==> src/rtl/yuv444_to_yuv422_if.sv <==
// Pixel bus between a 4:4:4 source and the 4:2:2 converter.
// Carries the input sample, its syncs and the interleaved-chroma result.
interface yuv444_to_yuv422_if #(
    parameter int C_BPC = 8
);
    logic             hs_i;
    logic             vs_i;
    logic             de_i;
    logic [C_BPC-1:0] y_i;
    logic [C_BPC-1:0] u_i;
    logic [C_BPC-1:0] v_i;
    logic [C_BPC-1:0] y_o;
    logic [C_BPC-1:0] c_o;
    logic             csel_o;
    logic             hs_o;
    logic             vs_o;
    logic             de_o;

    modport slave (
        input  hs_i, vs_i, de_i, y_i, u_i, v_i,
        output y_o, c_o, csel_o, hs_o, vs_o, de_o
    );

    modport master (
        output hs_i, vs_i, de_i, y_i, u_i, v_i,
        input  y_o, c_o, csel_o, hs_o, vs_o, de_o
    );
endinterface

==> src/rtl/yuv444_to_yuv422.sv <==
// 4:4:4 to 4:2:2 converter, two-clock latency, Cb on even / Cr on odd pixels.
// Define YUV422_CHROMA_AVG_EN for pairwise chroma averaging instead of decimation.
module yuv444_to_yuv422 #(
    parameter int C_BPC = 8
) (
    input logic clk,
    input logic rst,
    yuv444_to_yuv422_if.slave bus
);
    localparam logic [C_BPC-1:0] Y_BLANK = C_BPC'(16 << (C_BPC - 8));
    localparam logic [C_BPC-1:0] C_BLANK = C_BPC'(128 << (C_BPC - 8));

    logic             phase;
    logic             de_prev;
    logic             ph_in;
    logic [C_BPC-1:0] s1_y;
    logic [C_BPC-1:0] s1_u;
    logic [C_BPC-1:0] s1_v;
    logic             s1_de;
    logic             s1_hs;
    logic             s1_vs;
    logic             s1_ph;
    logic [C_BPC-1:0] hv;
    logic [C_BPC-1:0] c_nxt;

    // A pixel following a blank cycle always starts a new pair.
    assign ph_in = de_prev ? phase : 1'b0;

    always_ff @(posedge clk) begin
        if (rst) begin
            phase   <= 1'b0;
            de_prev <= 1'b0;
            s1_y    <= '0;
            s1_u    <= '0;
            s1_v    <= '0;
            s1_de   <= 1'b0;
            s1_hs   <= 1'b0;
            s1_vs   <= 1'b0;
            s1_ph   <= 1'b0;
            hv      <= '0;
        end else begin
            de_prev <= bus.de_i;
            if (bus.de_i)
                phase <= ~ph_in;
            s1_y  <= bus.y_i;
            s1_u  <= bus.u_i;
            s1_v  <= bus.v_i;
            s1_de <= bus.de_i;
            s1_hs <= bus.hs_i;
            s1_vs <= bus.vs_i;
            s1_ph <= ph_in;
            if (s1_de && !s1_ph)
                hv <= s1_v;
        end
    end

`ifdef YUV422_CHROMA_AVG_EN
    logic [C_BPC:0] sum_u;
    logic [C_BPC:0] sum_v;

    assign sum_u = {1'b0, s1_u} + {1'b0, bus.u_i} + 1'b1;
    assign sum_v = {1'b0, hv} + {1'b0, s1_v} + 1'b1;

    // Last even pixel of a line has no partner: keep its own Cb.
    always_comb begin
        c_nxt = s1_u;
        if (s1_ph)
            c_nxt = sum_v[C_BPC:1];
        else if (bus.de_i)
            c_nxt = sum_u[C_BPC:1];
    end
`else
    always_comb begin
        c_nxt = s1_u;
        if (s1_ph)
            c_nxt = hv;
    end
`endif

    always_ff @(posedge clk) begin
        if (rst) begin
            bus.y_o    <= '0;
            bus.c_o    <= '0;
            bus.csel_o <= 1'b0;
            bus.hs_o   <= 1'b0;
            bus.vs_o   <= 1'b0;
            bus.de_o   <= 1'b0;
        end else begin
            bus.hs_o <= s1_hs;
            bus.vs_o <= s1_vs;
            bus.de_o <= s1_de;
            if (s1_de) begin
                bus.y_o    <= s1_y;
                bus.c_o    <= c_nxt;
                bus.csel_o <= s1_ph;
            end else begin
                bus.y_o    <= Y_BLANK;
                bus.c_o    <= C_BLANK;
                bus.csel_o <= 1'b0;
            end
        end
    end
endmodule

==> src/flat_wrapper.sv <==
// flat-port wrapper written by rule: the top's interface ports become plain ports
module yuv444_to_yuv422_flat 
#(
    parameter int C_BPC = 8
)
  (clk, rst, bus_hs_i, bus_vs_i, bus_de_i, bus_y_i, bus_u_i, bus_v_i, bus_y_o, bus_c_o, bus_csel_o, bus_hs_o, bus_vs_o, bus_de_o);
  yuv444_to_yuv422_if #(.C_BPC(C_BPC)) bus_i ();
  input logic clk;
  input logic rst;
  input wire logic [$bits(bus_i.hs_i)-1:0] bus_hs_i;
  input wire logic [$bits(bus_i.vs_i)-1:0] bus_vs_i;
  input wire logic [$bits(bus_i.de_i)-1:0] bus_de_i;
  input wire logic [$bits(bus_i.y_i)-1:0] bus_y_i;
  input wire logic [$bits(bus_i.u_i)-1:0] bus_u_i;
  input wire logic [$bits(bus_i.v_i)-1:0] bus_v_i;
  output wire logic [$bits(bus_i.y_o)-1:0] bus_y_o;
  output wire logic [$bits(bus_i.c_o)-1:0] bus_c_o;
  output wire logic [$bits(bus_i.csel_o)-1:0] bus_csel_o;
  output wire logic [$bits(bus_i.hs_o)-1:0] bus_hs_o;
  output wire logic [$bits(bus_i.vs_o)-1:0] bus_vs_o;
  output wire logic [$bits(bus_i.de_o)-1:0] bus_de_o;
  assign bus_i.hs_i = bus_hs_i;
  assign bus_i.vs_i = bus_vs_i;
  assign bus_i.de_i = bus_de_i;
  assign bus_i.y_i = bus_y_i;
  assign bus_i.u_i = bus_u_i;
  assign bus_i.v_i = bus_v_i;
  assign bus_y_o = bus_i.y_o;
  assign bus_c_o = bus_i.c_o;
  assign bus_csel_o = bus_i.csel_o;
  assign bus_hs_o = bus_i.hs_o;
  assign bus_vs_o = bus_i.vs_o;
  assign bus_de_o = bus_i.de_o;
  yuv444_to_yuv422 #(.C_BPC(C_BPC)) u_core (.clk(clk), .rst(rst), .bus(bus_i));
endmodule
==> config.mk <==
export PLATFORM = sky130hd
export DESIGN_NAME = yuv444_to_yuv422_flat
export DESIGN_NICKNAME = d
export VERILOG_FILES = /design/src/rtl/yuv444_to_yuv422_if.sv /design/src/rtl/yuv444_to_yuv422.sv /design/src/flat_wrapper.sv
export SDC_FILE = /design/constraint.sdc
export NUM_CORES = 1
export LEC_CHECK = 0
export CORE_ASPECT_RATIO = 0.8
export CORE_MARGIN = 2
export CORE_UTILIZATION = 41
export CTS_CLUSTER_DIAMETER = 50
export DETAILED_ROUTE_END_ITERATION = 16
export PLACE_DENSITY_LB_ADDON = 0.25
export SLEW_MARGIN = 25
export SYNTH_ARGS = -nofsm -noshare
export SYNTH_HDL_FRONTEND = slang
export SYNTH_SLANG_ARGS = --single-unit
==> constraint.sdc <==
create_clock -name clk -period 1.1 [get_ports clk]
set_input_delay 0.22 -clock clk [delete_from_list [all_inputs] [get_ports clk]]
set_output_delay 0.22 -clock clk [all_outputs]
set_load 0.05 [all_outputs]
==> results.txt, run 1 <==
Clk_skew - 0.006406 ns
Die W - 75.84 um
Most common cell in the netlist - dfxtp_1
Met2 Track Usage GR - 0.2340
Final Non-Filler Cells - 259
Crit path arrival time - 0.84 ns
Minimum clock period - 1.060 ns
Inst Count DP - 244
Relative slew slack - 0.8680
Yosys reg bits - 57
Peak VDD IR - 0.001079 V
Worst skew pair latency - 0.32 ns
Post-synth top cells - dfxtp_1, nor2b_1, mux2i_1, nor2_1, and2_1
Detailed Route WL - 3086 um
Power density cells - 1589 mW/mm^2
Met1 Use GR - 0.1621
Initial Utilization - 0.4365
Gpl congestion - 0.6542
Reg2reg path depth - 3
Top-area cell type share of the netlist area - 0.6741
Req. time, crit path - 0.88 ns
HP Start - u_core.s1_y[1]
Crit-path max FO - 1
Crit path max-delay cell type - dfxtp_1
M3 GR Usage - 0.06874
Boundary pin count - 49
Main area contributors after synthesis - dfxtp_1, nor2b_1, mux2i_1, nor2_1, and2_1
Final Hold Fails - 0
CORE AREA - 0.003879 mm^2
Count of cell types in the netlist - 16
Placement Rows - 20
Share of cells above drive strength 1 - 0.2059
Max_cap viols - 0
Synth Cell Area - 0.001693 mm^2
Cell depth of the worst setup path - 1
Yosys warns - 0
Power Total - 4.174 mW
Clock sink count - 57
Worst Tran Pin Value - 0.1959 ns
Die ar. - 0.004662 mm^2
Pre-CTS setup slack - -0.1433 ns
Crit end category - output pin
Total congestion overflow - 0
Largest net degree at the start of global routing - 21
Sequential share of the synthesized area - 0.6741
Max incr delay on CP - 0.38 ns
Crit Reg-Reg Startpoint - u_core.s1_ph
Crit path buf inv count - 1
Via count - 1,127
Tcrit/Tclk final - 0.9639
Fmax - 0.9431 GHz
Reg clk slew, reported paths - 0.06 ns
Crit path launch type - flop
Drt first pass iters - 3
Hold depth - 1
Initial DRC count - 32
Delay-heaviest family, CP - flip-flops
Initial antenna violation count - 0
Drt wl/cell - 11.92 um
Leak - 1.043 nW
Syn Nets - 171
Setup CP Type - flop to output pin
First-pass GRT wire length - 4705 um
Vias in the first global route - 1,064
Area growth, synth to finish - 55.14%
Run status - complete, no violations
HPWL after DPL - 2108 um
Number of diodes - 0
DRC - 0
Cells after Synth - 142
CTS tree - done
Setup ws final - 0.03968 ns
Total track usage - 0.1455
Cell Chain, Critical Path - buf_12
Critical path origin - u_core.bus.c_o[1]
Post-Route Setup TNS - 0 ns
RSZ-0062 raised after global routing - no
Worst min-delay path category - flop to flop
Top FF cell, synth - dfxtp_1
Avg Vias per Cell - 4.351
Busiest grt layer - met2
CTS buffer count - 9
Die H - 61.48 um
Nets - 230
Max Slew Vio Count - 0
Finish-stage setup viols - 0
Mean Syn Cell Area - 11.92 um^2
Post-synth EDFFs - 0
Final ANT Viol Nets - 0
Largest area contributor in the netlist - dfxtp_1
Root buf cell - clkbuf_8
Asr flop ratio synth - 0
IO Port Bufs - 48
Clock Tree Buf Depth - 2
H-tree levels - 3
cell families after synthesis:
logic type             after synthesis  synth area share
multiplexers                        16           0.09460
flip-flops                          57            0.6741
AO/OA/AOI/OAI                        3          0.008867
AND/OR/NAND/NOR                     57            0.1907
buffers and inverters                9           0.03177
stage by stage:
step                hold WS (ns)  utilization  instance area, um^2
floorplan                 0.3482            -                 1693
global placement          0.4083       0.6294                 2441
detailed placement        0.4114       0.6294                 2441
CTS                       0.4241       0.6713                 2604
global route              0.4405       0.6771                 2626
finish                    0.4232       0.6771                 2626
final timing paths:
path | endpoint | slack [ns]
worst max-delay path | bus_c_o[1] | 0.04
worst max register to register | u_core.bus.c_o[2] | 0.07
worst min register to register | u_core.bus.y_o[1] | 0.42
worst min-delay path | u_core.bus.y_o[1] | 0.42
routing by layer:
| metal | share of wire | routed length, um |
|---|---|---|
| met1 | 0.42 | 1301 |
| met4 | 0.012 | 36 |
| met3 | 0.050 | 154 |
| met2 | 0.52 | 1594 |
| met5 | 0 | 0 |
worst register-to-register path, cell delays in order, from the launching register on:
cell	delay (ns)
dfxtp_1	0.42
buf_4	0.21
mux2i_1	0.22
nor2_1	0.07
where the power goes:
group / total, mW / switching [mW] / internal (mW)
Sequential: 2.19 / 0.0362 / 2.15
Clock: 1.61 / 0.688 / 0.918
Combinational: 0.381 / 0.153 / 0.228
flip-flops by register name (all words and copies together), names as in the netlist:
register           cells
u_core.bus.c_o         8
u_core.bus.y_o         8
u_core.hv              8
u_core.s1_u            8
u_core.s1_v            8
u_core.s1_y            8
u_core.bus.csel_o      1
u_core.bus.de_o        1
u_core.bus.hs_o        1
u_core.bus.vs_o        1
u_core.phase           1
u_core.s1_de           1
u_core.s1_hs           1
u_core.s1_ph           1
u_core.s1_vs           1
timing repair:
action                                  in CTS  in global routing
endpoints found under the setup margin       0                  7
hold buffers                                 0                  0
setup buffers                                0                  1
resized for setup                            0                  2
layout by cell type, fill, tap and decap left out:
| master | count |
|---|---|
| dfxtp_1 | 55 |
| a21oi_1 | 2 |
| clkdlybuf4s50_1 | 28 |
| clkbuf_8 | 11 |
| inv_1 | 1 |
| o21ai_0 | 1 |
| clkbuf_1 | 3 |
| and2_1 | 9 |
| mux2i_1 | 16 |
| buf_12 | 21 |
| nor2b_4 | 1 |
| buf_4 | 6 |
| nand2b_1 | 1 |
| inv_2 | 1 |
| dfxtp_2 | 2 |
| nor2_1 | 16 |
| nor2b_1 | 29 |
| nand3_1 | 1 |
cell type report:
| cell class | instances | area, um^2 |
|---|---|---|
| clock buffers | 14 | 162.7 |
| fillers | 300 | 1252 |
| inverters | 2 | 7.507 |
| multi-input cells | 76 | 498.0 |
| flip-flops and latches | 57 | 1144 |
| well taps | 55 | 68.82 |
| repair buffers | 55 | 745.7 |
Power figures use the tool's default switching activity.
==> run 2, diff against run 1 <==
CELL_PAD_IN_SITES_DETAIL_PLACEMENT = 1   (was default)
CELL_PAD_IN_SITES_GLOBAL_PLACEMENT = 1   (was default)
CORE_UTILIZATION = 32   (was 41)
==> run 2 against run 1 <==
Compared with the run above:
- design area is 0.33% lower
- clock skew down 0.00065 ns
- hold slack better by 0.00085 ns
- via count fell by 1.1%
- non-clock buffer count unchanged
- clock-buffer cell count down 1
- maximum frequency rose by 0.93%
- critical path type unchanged
- sequential share of layout area grew 0.19 points
==> results.txt, run 2 (synthesis results as in run 1) <==
Initial antenna violation count - 0
Setup CP Type - flop to output pin
Relative slew slack - 0.7408
Vias in the first global route - 1,194
Drt first pass iters - 3
RSZ-0062 raised after global routing - no
Commonest non-fill, non-tap cell in the layout - dfxtp_1
Final Instance Area - 0.002618 mm^2
Cell Chain, Critical Path - buf_12
Avg Vias per Cell - 4.192
Req. time, crit path - 0.88 ns
Total congestion overflow - 0
Fmax - 0.9519 GHz
Worst min-delay path category - flop to flop
Die W - 85.32 um
Delay-heaviest family, CP - flip-flops
Minimum clock period - 1.051 ns
Max_cap viols - 0
Crit path buf inv count - 1
IO Port Bufs - 48
Max incr delay on CP - 0.36 ns
Top Metal Used - met4
Total track usage - 0.1242
Reg clk slew, reported paths - 0.06 ns
CTS buffer count - 9
Initial Utilization - 0.3342
Crit path launch type - flop
Post-CTS setup buffer count - 0
Area growth, synth to finish - 54.62%
Final ANT Viol Nets - 0
First-pass GRT wire length - 5409 um
Detailed-routed wire length on met2 - 1701 um
HPWL after DPL - 2334 um
Final-layout fill cell count - 535
DRC - 0
Share of cells above drive strength 1 - 0.2059
Most frequent cells in the layout - dfxtp_1, nor2b_1, clkdlybuf4s50_1
Boundary pin count - 49
Clock Tree Buf Depth - 2
Tcrit/Tclk final - 0.9550
Via count - 1,115
Nets - 230
Max Slew Vio Count - 0
Largest net degree at the start of global routing - 41
Post-Route M1 WL - 1278 um
Leak - 1.033 nW
Worst skew pair latency - 0.32 ns
Clk_skew - 0.005753 ns
Detailed Route WL - 3205 um
Post-Route Setup TNS - 0 ns
Die ar. - 0.005892 mm^2
Crit path arrival time - 0.83 ns
Initial DRC count - 21
Drt wl/cell - 12.05 um
Placement Rows - 23
Placed cell areas - 0.002470 mm^2
Finish-stage setup viols - 0
Final Hold Fails - 0
Worst Tran Pin Value - 0.3888 ns
Run status - complete, no violations
Clock sink count - 57
Number of diodes - 0
Met3 wire length - 182 um
Crit end category - output pin
Power density cells - 1549 mW/mm^2
Crit path max-delay cell type - dfxtp_1
Die H - 69.06 um
CTS tree - done
Peak VDD IR - 0.0008065 V
Crit-path max FO - 1
Root buf cell - clkbuf_8
Gpl congestion - 0.6672
CORE AREA - 0.005065 mm^2
H-tree levels - 3
==> run 2: final cells by class <==
type                            count  area (um^2)  share of cell area
Timing Repair Buffer               55        745.7              0.2849
Tap cell                           62        77.57             0.02964
Clock buffer                       13        138.9             0.05306
Clock inverter                      1        5.005            0.001912
Sequential cell                    57         1145              0.4374
Multi-Input combinational cell     76        498.0              0.1902
Inverter                            2        7.507            0.002868
==> run 2: repair_timing <==
item | CTS | global route
resized for setup | 0 | 3
endpoints found under the setup margin | 0 | 5
hold buffers | 0 | 0
==> run 2: where the power goes <==
group | leakage, nW | switching [mW] | internal (mW)
Combinational | 0.489 | 0.153 | 0.225
Clock | 0.0733 | 0.700 | 0.790
Sequential | 0.471 | 0.0362 | 2.15
==> run 2: final timing paths <==
path	end	cells after the start	start	slack, ns
worst max register to register	u_core.hv[7]	4	u_core.s1_de	0.08
worst min-delay path	u_core.bus.y_o[7]	1	u_core.s1_y[7]	0.42
worst min register to register	u_core.bus.y_o[7]	1	u_core.s1_y[7]	0.42
worst max-delay path	bus_y_o[3]	1	u_core.bus.y_o[3]	0.05
==> run 2: metal layers <==
layer | track usage | vias to the layer above
li1 | - | 558
met1 | 0.1257 | 520
met2 | 0.2066 | 33
met3 | 0.06587 | 4
met4 | 0.06349 | 0
met5 | 0 | -
==> run 2: through the flow <==
| stage | hold WS, ns | setup slack (ns) | utilization | total power [mW] | std cells |
|---|---|---|---|---|---|
| 2_1_floorplan | 0.3482 | 0.08823 | - | 2.394 | 142 |
| 4_1_cts | 0.4309 | 0.02200 | 0.5161 | 4.120 | 266 |
| 3_3_place_gp | 0.4079 | -0.1607 | 0.4876 | 2.601 | 252 |
| 3_5_place_dp | 0.4195 | -0.2188 | 0.4876 | 2.617 | 252 |
| 5_1_grt | 0.4305 | 0.0003392 | 0.5168 | 4.270 | 266 |
| 6_report | 0.4241 | 0.04949 | 0.5168 | 4.055 | 266 |
==> run 3, diff against run 2 <==
CAP_MARGIN = 20   (was default)
==> results of run 3 <==
No change in the layout: final DEF, timing and power equal those of run 2.
